[src/rtl/sample_loader_if.sv]
// Byte-stream input, storage write ports and status for sample_loader.
// master drives the stream and control; slave is the loader.
interface sample_loader_if #(
    parameter int DATA_WIDTH = 48
);
    logic                  start;
    logic                  abort;
    logic                  in_valid;
    logic [7:0]            in_byte;
    logic                  in_ready;
    logic [31:0]           input_storage_write_layer_index;
    logic [31:0]           input_storage_write_row_index;
    logic [DATA_WIDTH-1:0] input_storage_write_data;
    logic                  input_storage_is_write;
    logic [31:0]           label_storage_write_layer_index;
    logic [31:0]           label_storage_write_row_index;
    logic [DATA_WIDTH-1:0] label_storage_write_data;
    logic                  label_storage_is_write;
    logic                  busy;
    logic                  sample_done;
    logic                  checksum_error;

    modport master (
        output start, abort, in_valid, in_byte,
        input  in_ready,
        input  input_storage_write_layer_index, input_storage_write_row_index,
        input  input_storage_write_data, input_storage_is_write,
        input  label_storage_write_layer_index, label_storage_write_row_index,
        input  label_storage_write_data, label_storage_is_write,
        input  busy, sample_done, checksum_error
    );

    modport slave (
        input  start, abort, in_valid, in_byte,
        output in_ready,
        output input_storage_write_layer_index, input_storage_write_row_index,
        output input_storage_write_data, input_storage_is_write,
        output label_storage_write_layer_index, label_storage_write_row_index,
        output label_storage_write_data, label_storage_is_write,
        output busy, sample_done, checksum_error
    );
endinterface

[src/rtl/sample_loader.sv]
// Assembles a byte stream into little-endian words for input/label storage; write strobe 1 cycle after a word's last byte, in_ready held for the whole sample.
// SAMPLE_LOADER_CHECKSUM_EN adds a trailing mod-256 checksum byte that gates sample_done.
module sample_loader #(
    parameter int DATA_WIDTH     = 48,
    parameter int BYTES_PER_WORD = 6,
    parameter int INPUT_ROWS     = 4,
    parameter int LABEL_ROWS     = 2,
    parameter int NUM_SLOTS      = 2
) (
    input  logic           clk_clk,
    input  logic           reset_reset,
    sample_loader_if.slave bus
);
    localparam int BW = $clog2(BYTES_PER_WORD + 1);
    localparam int SW = (NUM_SLOTS > 1) ? $clog2(NUM_SLOTS) : 1;

    typedef enum logic [2:0] {
        S_IDLE,
        S_LOAD_INPUT,
        S_LOAD_LABEL,
`ifdef SAMPLE_LOADER_CHECKSUM_EN
        S_CHECK,
`endif
        S_DONE
    } state_t;

    state_t                r_state;
    state_t                w_next;
    logic [BW-1:0]         r_byte_cnt;
    logic [31:0]           r_row_cnt;
    logic [SW-1:0]         r_slot;
    logic [DATA_WIDTH-1:0] r_shift;
    logic                  r_in_wr;
    logic [31:0]           r_in_row;
    logic [31:0]           r_in_layer;
    logic [DATA_WIDTH-1:0] r_in_data;
    logic                  r_lb_wr;
    logic [31:0]           r_lb_row;
    logic [31:0]           r_lb_layer;
    logic [DATA_WIDTH-1:0] r_lb_data;
    logic [DATA_WIDTH-1:0] w_word;
    logic                  w_in_ready;
    logic                  w_accept;
    logic                  w_loading;
    logic                  w_last_byte;
    logic                  w_last_in;
    logic                  w_last_lb;
    logic                  w_lbl_full;
    logic                  w_word_done;
    logic                  w_abort;
    logic                  w_done;
    logic                  w_cerr;
`ifdef SAMPLE_LOADER_CHECKSUM_EN
    logic [7:0]            r_sum;
    logic                  r_cerr;
`endif

    // Without a checksum, one drain cycle after the last label byte (row count
    // == LABEL_ROWS) lets the final label strobe precede sample_done.
    assign w_lbl_full  = (r_row_cnt == 32'(LABEL_ROWS));
    assign w_loading   = (r_state == S_LOAD_INPUT) || (r_state == S_LOAD_LABEL);
    assign w_in_ready  = (r_state == S_LOAD_INPUT)
                       || ((r_state == S_LOAD_LABEL) && !w_lbl_full)
`ifdef SAMPLE_LOADER_CHECKSUM_EN
                       || (r_state == S_CHECK)
`endif
                       ;
    assign w_accept    = bus.in_valid && w_in_ready;
    assign w_last_byte = (r_byte_cnt == BW'(BYTES_PER_WORD - 1));
    assign w_last_in   = (r_row_cnt == 32'(INPUT_ROWS - 1));
    assign w_last_lb   = (r_row_cnt == 32'(LABEL_ROWS - 1));
    assign w_word_done = w_accept && w_loading && w_last_byte;
    assign w_abort     = bus.abort && (r_state != S_IDLE);

    always_comb begin
        w_word = r_shift;
        for (int k = 0; k < BYTES_PER_WORD; k++) begin
            if (r_byte_cnt == BW'(k)) w_word[8*k +: 8] = bus.in_byte;
        end
    end

    always_comb begin
        w_next = r_state;
        w_done = 1'b0;
        w_cerr = 1'b0;
        case (r_state)
            S_IDLE:       if (bus.start) w_next = S_LOAD_INPUT;
            S_LOAD_INPUT: if (w_word_done && w_last_in) w_next = S_LOAD_LABEL;
`ifdef SAMPLE_LOADER_CHECKSUM_EN
            S_LOAD_LABEL: if (w_word_done && w_last_lb) w_next = S_CHECK;
            S_CHECK: begin
                if (w_accept) begin
                    if (bus.in_byte == r_sum) begin
                        w_next = S_DONE;
                    end else begin
                        w_next = S_IDLE;
                        w_cerr = 1'b1;
                    end
                end
            end
`else
            S_LOAD_LABEL: if (w_lbl_full) w_next = S_DONE;
`endif
            S_DONE: begin
                w_done = 1'b1;
                w_next = S_IDLE;
            end
            default: w_next = S_IDLE;
        endcase
        if (w_abort) begin
            w_next = S_IDLE;
            w_done = 1'b0;
            w_cerr = 1'b0;
        end
    end

    always_ff @(posedge clk_clk) begin
        if (reset_reset) r_state <= S_IDLE;
        else             r_state <= w_next;
    end

    always_ff @(posedge clk_clk) begin
        if (reset_reset) begin
            r_byte_cnt <= '0;
            r_row_cnt  <= '0;
            r_slot     <= '0;
            r_shift    <= '0;
            r_in_wr    <= 1'b0;
            r_in_row   <= '0;
            r_in_layer <= '0;
            r_in_data  <= '0;
            r_lb_wr    <= 1'b0;
            r_lb_row   <= '0;
            r_lb_layer <= '0;
            r_lb_data  <= '0;
        end else begin
            r_in_wr <= 1'b0;
            r_lb_wr <= 1'b0;
            if (r_state == S_IDLE) begin
                if (bus.start) begin
                    r_byte_cnt <= '0;
                    r_row_cnt  <= '0;
                end
            end else if (w_abort) begin
                r_byte_cnt <= '0;
            end else if (w_accept && w_loading) begin
                if (w_last_byte) begin
                    r_byte_cnt <= '0;
                    if (r_state == S_LOAD_INPUT) begin
                        r_in_wr    <= 1'b1;
                        r_in_row   <= r_row_cnt;
                        r_in_data  <= w_word;
                        r_in_layer <= 32'(r_slot);
                        r_row_cnt  <= w_last_in ? '0 : r_row_cnt + 32'd1;
                    end else begin
                        r_lb_wr    <= 1'b1;
                        r_lb_row   <= r_row_cnt;
                        r_lb_data  <= w_word;
                        r_lb_layer <= 32'(r_slot);
                        r_row_cnt  <= r_row_cnt + 32'd1;
                    end
                end else begin
                    r_shift    <= w_word;
                    r_byte_cnt <= r_byte_cnt + BW'(1);
                end
            end else if (w_done) begin
                r_slot <= (r_slot == SW'(NUM_SLOTS - 1)) ? '0 : r_slot + SW'(1);
            end
        end
    end

`ifdef SAMPLE_LOADER_CHECKSUM_EN
    always_ff @(posedge clk_clk) begin
        if (reset_reset) begin
            r_sum  <= '0;
            r_cerr <= 1'b0;
        end else begin
            r_cerr <= w_cerr;
            if ((r_state == S_IDLE) && bus.start) r_sum <= '0;
            else if (w_accept && w_loading)       r_sum <= r_sum + bus.in_byte;
        end
    end
    assign bus.checksum_error = r_cerr;
`else
    assign bus.checksum_error = 1'b0;
`endif

    assign bus.in_ready                        = w_in_ready;
    assign bus.busy                            = (r_state != S_IDLE);
    assign bus.sample_done                     = w_done;
    assign bus.input_storage_is_write          = r_in_wr;
    assign bus.input_storage_write_row_index   = r_in_row;
    assign bus.input_storage_write_layer_index = r_in_layer;
    assign bus.input_storage_write_data        = r_in_data;
    assign bus.label_storage_is_write          = r_lb_wr;
    assign bus.label_storage_write_row_index   = r_lb_row;
    assign bus.label_storage_write_layer_index = r_lb_layer;
    assign bus.label_storage_write_data        = r_lb_data;
endmodule

[src/flat_wrapper.sv]
// flat-port wrapper written by rule: the top's interface ports become plain ports
module sample_loader_flat 
#(
    parameter int DATA_WIDTH     = 48,
    parameter int BYTES_PER_WORD = 6,
    parameter int INPUT_ROWS     = 4,
    parameter int LABEL_ROWS     = 2,
    parameter int NUM_SLOTS      = 2
)
  (clk_clk, reset_reset, bus_start, bus_abort, bus_in_valid, bus_in_byte, bus_in_ready, bus_input_storage_write_layer_index, bus_input_storage_write_row_index, bus_input_storage_write_data, bus_input_storage_is_write, bus_label_storage_write_layer_index, bus_label_storage_write_row_index, bus_label_storage_write_data, bus_label_storage_is_write, bus_busy, bus_sample_done, bus_checksum_error);
  sample_loader_if #(.DATA_WIDTH(DATA_WIDTH)) bus_i ();
  input  logic clk_clk;
  input  logic reset_reset;
  input wire logic [$bits(bus_i.start)-1:0] bus_start;
  input wire logic [$bits(bus_i.abort)-1:0] bus_abort;
  input wire logic [$bits(bus_i.in_valid)-1:0] bus_in_valid;
  input wire logic [$bits(bus_i.in_byte)-1:0] bus_in_byte;
  output wire logic [$bits(bus_i.in_ready)-1:0] bus_in_ready;
  output wire logic [$bits(bus_i.input_storage_write_layer_index)-1:0] bus_input_storage_write_layer_index;
  output wire logic [$bits(bus_i.input_storage_write_row_index)-1:0] bus_input_storage_write_row_index;
  output wire logic [$bits(bus_i.input_storage_write_data)-1:0] bus_input_storage_write_data;
  output wire logic [$bits(bus_i.input_storage_is_write)-1:0] bus_input_storage_is_write;
  output wire logic [$bits(bus_i.label_storage_write_layer_index)-1:0] bus_label_storage_write_layer_index;
  output wire logic [$bits(bus_i.label_storage_write_row_index)-1:0] bus_label_storage_write_row_index;
  output wire logic [$bits(bus_i.label_storage_write_data)-1:0] bus_label_storage_write_data;
  output wire logic [$bits(bus_i.label_storage_is_write)-1:0] bus_label_storage_is_write;
  output wire logic [$bits(bus_i.busy)-1:0] bus_busy;
  output wire logic [$bits(bus_i.sample_done)-1:0] bus_sample_done;
  output wire logic [$bits(bus_i.checksum_error)-1:0] bus_checksum_error;
  assign bus_i.start = bus_start;
  assign bus_i.abort = bus_abort;
  assign bus_i.in_valid = bus_in_valid;
  assign bus_i.in_byte = bus_in_byte;
  assign bus_in_ready = bus_i.in_ready;
  assign bus_input_storage_write_layer_index = bus_i.input_storage_write_layer_index;
  assign bus_input_storage_write_row_index = bus_i.input_storage_write_row_index;
  assign bus_input_storage_write_data = bus_i.input_storage_write_data;
  assign bus_input_storage_is_write = bus_i.input_storage_is_write;
  assign bus_label_storage_write_layer_index = bus_i.label_storage_write_layer_index;
  assign bus_label_storage_write_row_index = bus_i.label_storage_write_row_index;
  assign bus_label_storage_write_data = bus_i.label_storage_write_data;
  assign bus_label_storage_is_write = bus_i.label_storage_is_write;
  assign bus_busy = bus_i.busy;
  assign bus_sample_done = bus_i.sample_done;
  assign bus_checksum_error = bus_i.checksum_error;
  sample_loader #(.DATA_WIDTH(DATA_WIDTH), .BYTES_PER_WORD(BYTES_PER_WORD), .INPUT_ROWS(INPUT_ROWS), .LABEL_ROWS(LABEL_ROWS), .NUM_SLOTS(NUM_SLOTS)) u_core (.clk_clk(clk_clk), .reset_reset(reset_reset), .bus(bus_i));
endmodule
[config.mk]
export PLATFORM = sky130hd
export DESIGN_NAME = sample_loader_flat
export DESIGN_NICKNAME = d
export VERILOG_FILES = /design/src/rtl/sample_loader_if.sv /design/src/rtl/sample_loader.sv /design/src/flat_wrapper.sv
export SDC_FILE = /design/constraint.sdc
export NUM_CORES = 1
export LEC_CHECK = 0
export ABC_AREA = 0
export CORE_UTILIZATION = 46
export DETAILED_ROUTE_END_ITERATION = 10
export GPL_ROUTABILITY_DRIVEN = 1
export PLACE_DENSITY = 0.77
export RECOVER_POWER = 100
export SYNTH_ARGS = -nofsm -noshare
export SYNTH_HDL_FRONTEND = slang
export SYNTH_SLANG_ARGS = --single-unit
[constraint.sdc]
create_clock -name clk_clk -period 2.14 [get_ports clk_clk]
set_input_delay 0.321 -clock clk_clk [delete_from_list [all_inputs] [get_ports clk_clk]]
set_output_delay 0.321 -clock clk_clk [all_outputs]
set_load 0.02 [all_outputs]
==> run_results.csv <==
group,metric,value,unit
outcome,status,"completed",
layout,seqCellArea,5010,µm²
logic_synthesis,synth-edff-count,0,
floorplan,rows,56,
place,place.gp.congestion,0.840,
logic_synthesis,synth-compound-area-share,0.178,
run,max_cap_violations,0,
logic_synthesis,synth.distinct_cells,58,
setup_path,reg2reg_depth,9,
power,p_sw,0.00293,W
layout,nFillCells,2018,
logic_synthesis,yosysSeqAreaShare,0.453,
setup_path,regToRegSetupSlack,30,ps
global_route,grt_max_degree,106,
logic_synthesis,syn-cell-area,11100,µm²
power,swShare,0.268,
logic_synthesis,synthSimpleGateAreaFrac,0.172,
logic_synthesis,synth_adder_area_share,0.00905,
cts,postCtsHoldBufs,0,
floorplan,coreArea,23500,µm²
global_route,top_usage_layer,"met2",
timing,worstMarginPinSlew,1290,ps
setup_path,reg2reg_to,"u_core.bus.label_storage_write_data[46]$_SDFFE_PP0P_",
power,p_seq_frac,0.429,
cts,root_buffer,"clkbuf_16",
power,max-vdd-ir-drop,0.551,mV
setup_path,critPathKind,"flop to output pin",
detailed_routing,post_drt_wl_per_cell,16.0,µm
power,design_power_total,0.0109,W
cts,clk_latency,540,ps
detailed_routing,via_per_inst,5.23,
timing,rsz0062_at_grt,"yes",
timing,drv_slew,0,
power,p_per_area,760,nW/µm²
global_route,overflow,0,
logic_synthesis,ys_seq_elements,250,
setup_path,crit_required,1820,ps
global_route,grt_pass1_wl,43600,µm
logic_synthesis,synth_area_per_cell,9.11,µm²
layout,final_cells,1751,
timing,post-route-period-util,0.990,
timing,setup_viol,0,
power,power_frac_comb,0.156,
place,portBuffers,179,
layout,area_delta_synth_final,30.2,%
logic_synthesis,postSynthCellCount,1214,
floorplan,die_x,157,µm
power,p_clk_frac,0.416,
global_route,use_met1,0.285,
detailed_routing,antenna_left,0,
global_route,grt_util_met2,0.380,
layout,layout-drive-gt1-share,0.181,
layout,multi_input_area,5300,µm²
worst_hold_path,holdCritPathClass,"input port to flop",
global_route,grt_pass1_vias,8314,
floorplan,initial_utilization,0.470,
global_route,track_usage,0.219,
floorplan,ios,243,
cts,cts.sinks,250,
power,p_leak,5.49,nW
detailed_routing,drtIter0Drc,652,
logic_synthesis,synth_xor_area_frac,0,
setup_path,cp-end-kind,"output pin",
logic_synthesis,async_flop_share,0,
timing,hold_viol,0,
floorplan,die_y,157,µm
cts,cts.path.max_buffers,3,
detailed_routing,drc_errors,0,
setup_path,cp_max_fo,3,
logic_synthesis,synth_top_family_by_area,"compound AO/OA/AOI/OAI gates",
detailed_routing,first_pass_iters,7,
logic_synthesis,yosys_warnings,0,
timing,fmax,0.472,GHz
global_route,gr-usage-met3,0.0385,
place,placed_cells,1694,
logic_synthesis,synthMuxAreaShare,0.0806,
floorplan,dieArea,24700,µm²
setup_path,worstPathArrival,1800,ps
cts,cts_tree,"yes",
setup_path,start_kind,"flop",
layout,nets,1432,
setup_path,r2r_start,"u_core.r_row_cnt[11]$_SDFFE_PP0P_",
power,p_int,0.00801,W
setup_path,critical_path.endpoint,"bus_in_ready",
timing,max-slew-margin-rel,0.141,
timing,finalClockSkew,31.3,ps
cts,ctsHtreeMaxLevel,1,
cts,cts_buffers,26,
detailed_routing,routed_wl,27900,µm
worst_hold_path,hp-start,"reset_reset",
detailed_routing,vias,9165,
logic_synthesis,ys.flop_type,"dfxtp_1",
place,place_hpwl,19100,µm
global_route,antenna_found_initial,1,
cts,path_clk_slew,70,ps
setup_path,critPathLaunch,"u_core.r_row_cnt[11]$_SDFFE_PP0P_",
timing,final.min_clock_period,2120,ps
## power by group through the flow
stage | Sequential (W) | Combinational (W) | Clock [W]
final | 0.00469 | 0.00170 | 0.00455
after global routing | 0.00469 | 0.00182 | 0.00486
after CTS | 0.00468 | 0.00156 | 0.00466
after detailed placement | 0.00479 | 0.00153 | 0
after global placement | 0.00479 | 0.00151 | 0
after floorplan | 0.00480 | 0.00111 | 0
## final cells by class
type | count | share of cell area
tap | 319 | 0.0277
inverter | 14 | 0.00365
antenna | 1 | 0.000174
timing repair buffer | 288 | 0.192
clock buffer | 36 | 0.0513
sequential | 250 | 0.348
multi-input combinational | 831 | 0.368
clock inverter | 12 | 0.00947
## metrics by stage
stage | util | worst slack [ps] | instance area (µm²) | TNS [ps] | hold WS (ps)
finish | 0.612 | 20.8 | 14400 | 0 | 385
global route | 0.612 | -41.2 | 14400 | -367 | 438
CTS | 0.604 | -34.7 | 14200 | -34.7 | 224
detailed placement | 0.564 | -178 | 13300 | -18640 | 446
global placement | 0.564 | -124 | 13300 | -9750 | 441
floorplan | - | 78.2 | 11300 | 0 | 437
## Yosys cell counts (13+ instances only)
master    count  area, µm²
buf_2        31        155
o41ai_1      13        114
mux2i_1      89        891
o211ai_1     16        120
nand4_1      13       81.3
dfxtp_1     250       5000
a21oi_1      88        440
a211oi_2     43        538
clkbuf_1     44        165
buf_4        82        616
buf_6        15        169
inv_1        14       52.6
a211oi_1     54        405
nand2_1     171        642
nor2_1      156        586
## critical path: stages (launching register included)
cell     delay [ps]
dfxtp_1         330
nor4_4          350
and4_4          310
a41oi_4         130
buf_6           160
## metal layers
layer,wire (µm),share of wire
met3,1650,0.059
met4,433,0.016
met2,13800,0.49
met1,12000,0.43
met5,0,0
## layout by cell type (no fill, tap or decap), types with 4 or more instances in the layout
master	count
o32ai_1	10
and4_4	4
clkbuf_8	5
clkinvlp_4	6
and4_1	5
a31oi_1	6
conb_1	63
nand2_1	170
a21oi_1	88
o211ai_1	16
dfxtp_2	6
clkbuf_1	7
clkbuf_16	26
clkdlybuf4s50_1	11
mux2i_1	89
nand3_1	11
and2_1	4
a211oi_1	54
nor4_4	9
and3_1	5
nand4_1	13
dfxtp_1	244
nor3_1	5
nor2_2	21
dlygate4sd3_1	164
inv_1	13
buf_4	93
buf_12	13
a211oi_2	43
ha_1	6
nor2_1	133
o41ai_1	13
nor2b_1	10
## sequential cells by signal, summed over array words and instances (netlist names)
signal                                      flops
u_core.bus.input_storage_write_data            48
u_core.bus.label_storage_write_data            48
u_core.r_shift                                 48
u_core.bus.input_storage_write_row_index       32
u_core.bus.label_storage_write_row_index       32
u_core.r_row_cnt                               32
u_core.r_byte_cnt                               3
u_core.r_state                                  2
u_core.bus.input_storage_is_write               1
u_core.bus.input_storage_write_layer_index      1
u_core.bus.label_storage_is_write               1
u_core.bus.label_storage_write_layer_index      1
u_core.r_slot                                   1
## kinds of logic (layout without fill, tap and decap cells)
| kind of cell | Yosys count | in the layout |
|---|---|---|
| buffers and inverters | 195 | 350 |
| AOI/OAI and AO/OA | 258 | 258 |
| adders and majority gates | 8 | 8 |
| other | 1 | 64 |
| muxes | 89 | 89 |
| and+or+nand+nor | 413 | 413 |
| DFF | 250 | 250 |
## worst min path at each step
stage | depth (start not counted) | end
after floorplan | 1 | u_core.r_shift[40]$_SDFFE_PP0P_
after global placement | 2 | u_core.bus.label_storage_write_row_index[19]$_SDFFE_PP0P_
after detailed placement | 2 | u_core.bus.label_storage_write_row_index[21]$_SDFFE_PP0P_
after CTS | 4 | u_core.r_row_cnt[31]$_SDFFE_PP0P_
after global routing | 4 | u_core.r_row_cnt[31]$_SDFFE_PP0P_
final | 4 | u_core.r_row_cnt[31]$_SDFFE_PP0P_
## what timing repair did
| action | 4_1_cts | 5_1_grt |
|---|---|---|
| buffers inserted | 2 | 6 |
| resized for setup | 11 | 48 |
| endpoints found under the setup margin | 125 | 141 |
| gates cloned | 0 | 0 |
| pin swaps | 7 | 17 |
(Power assumes the default switching activity.)
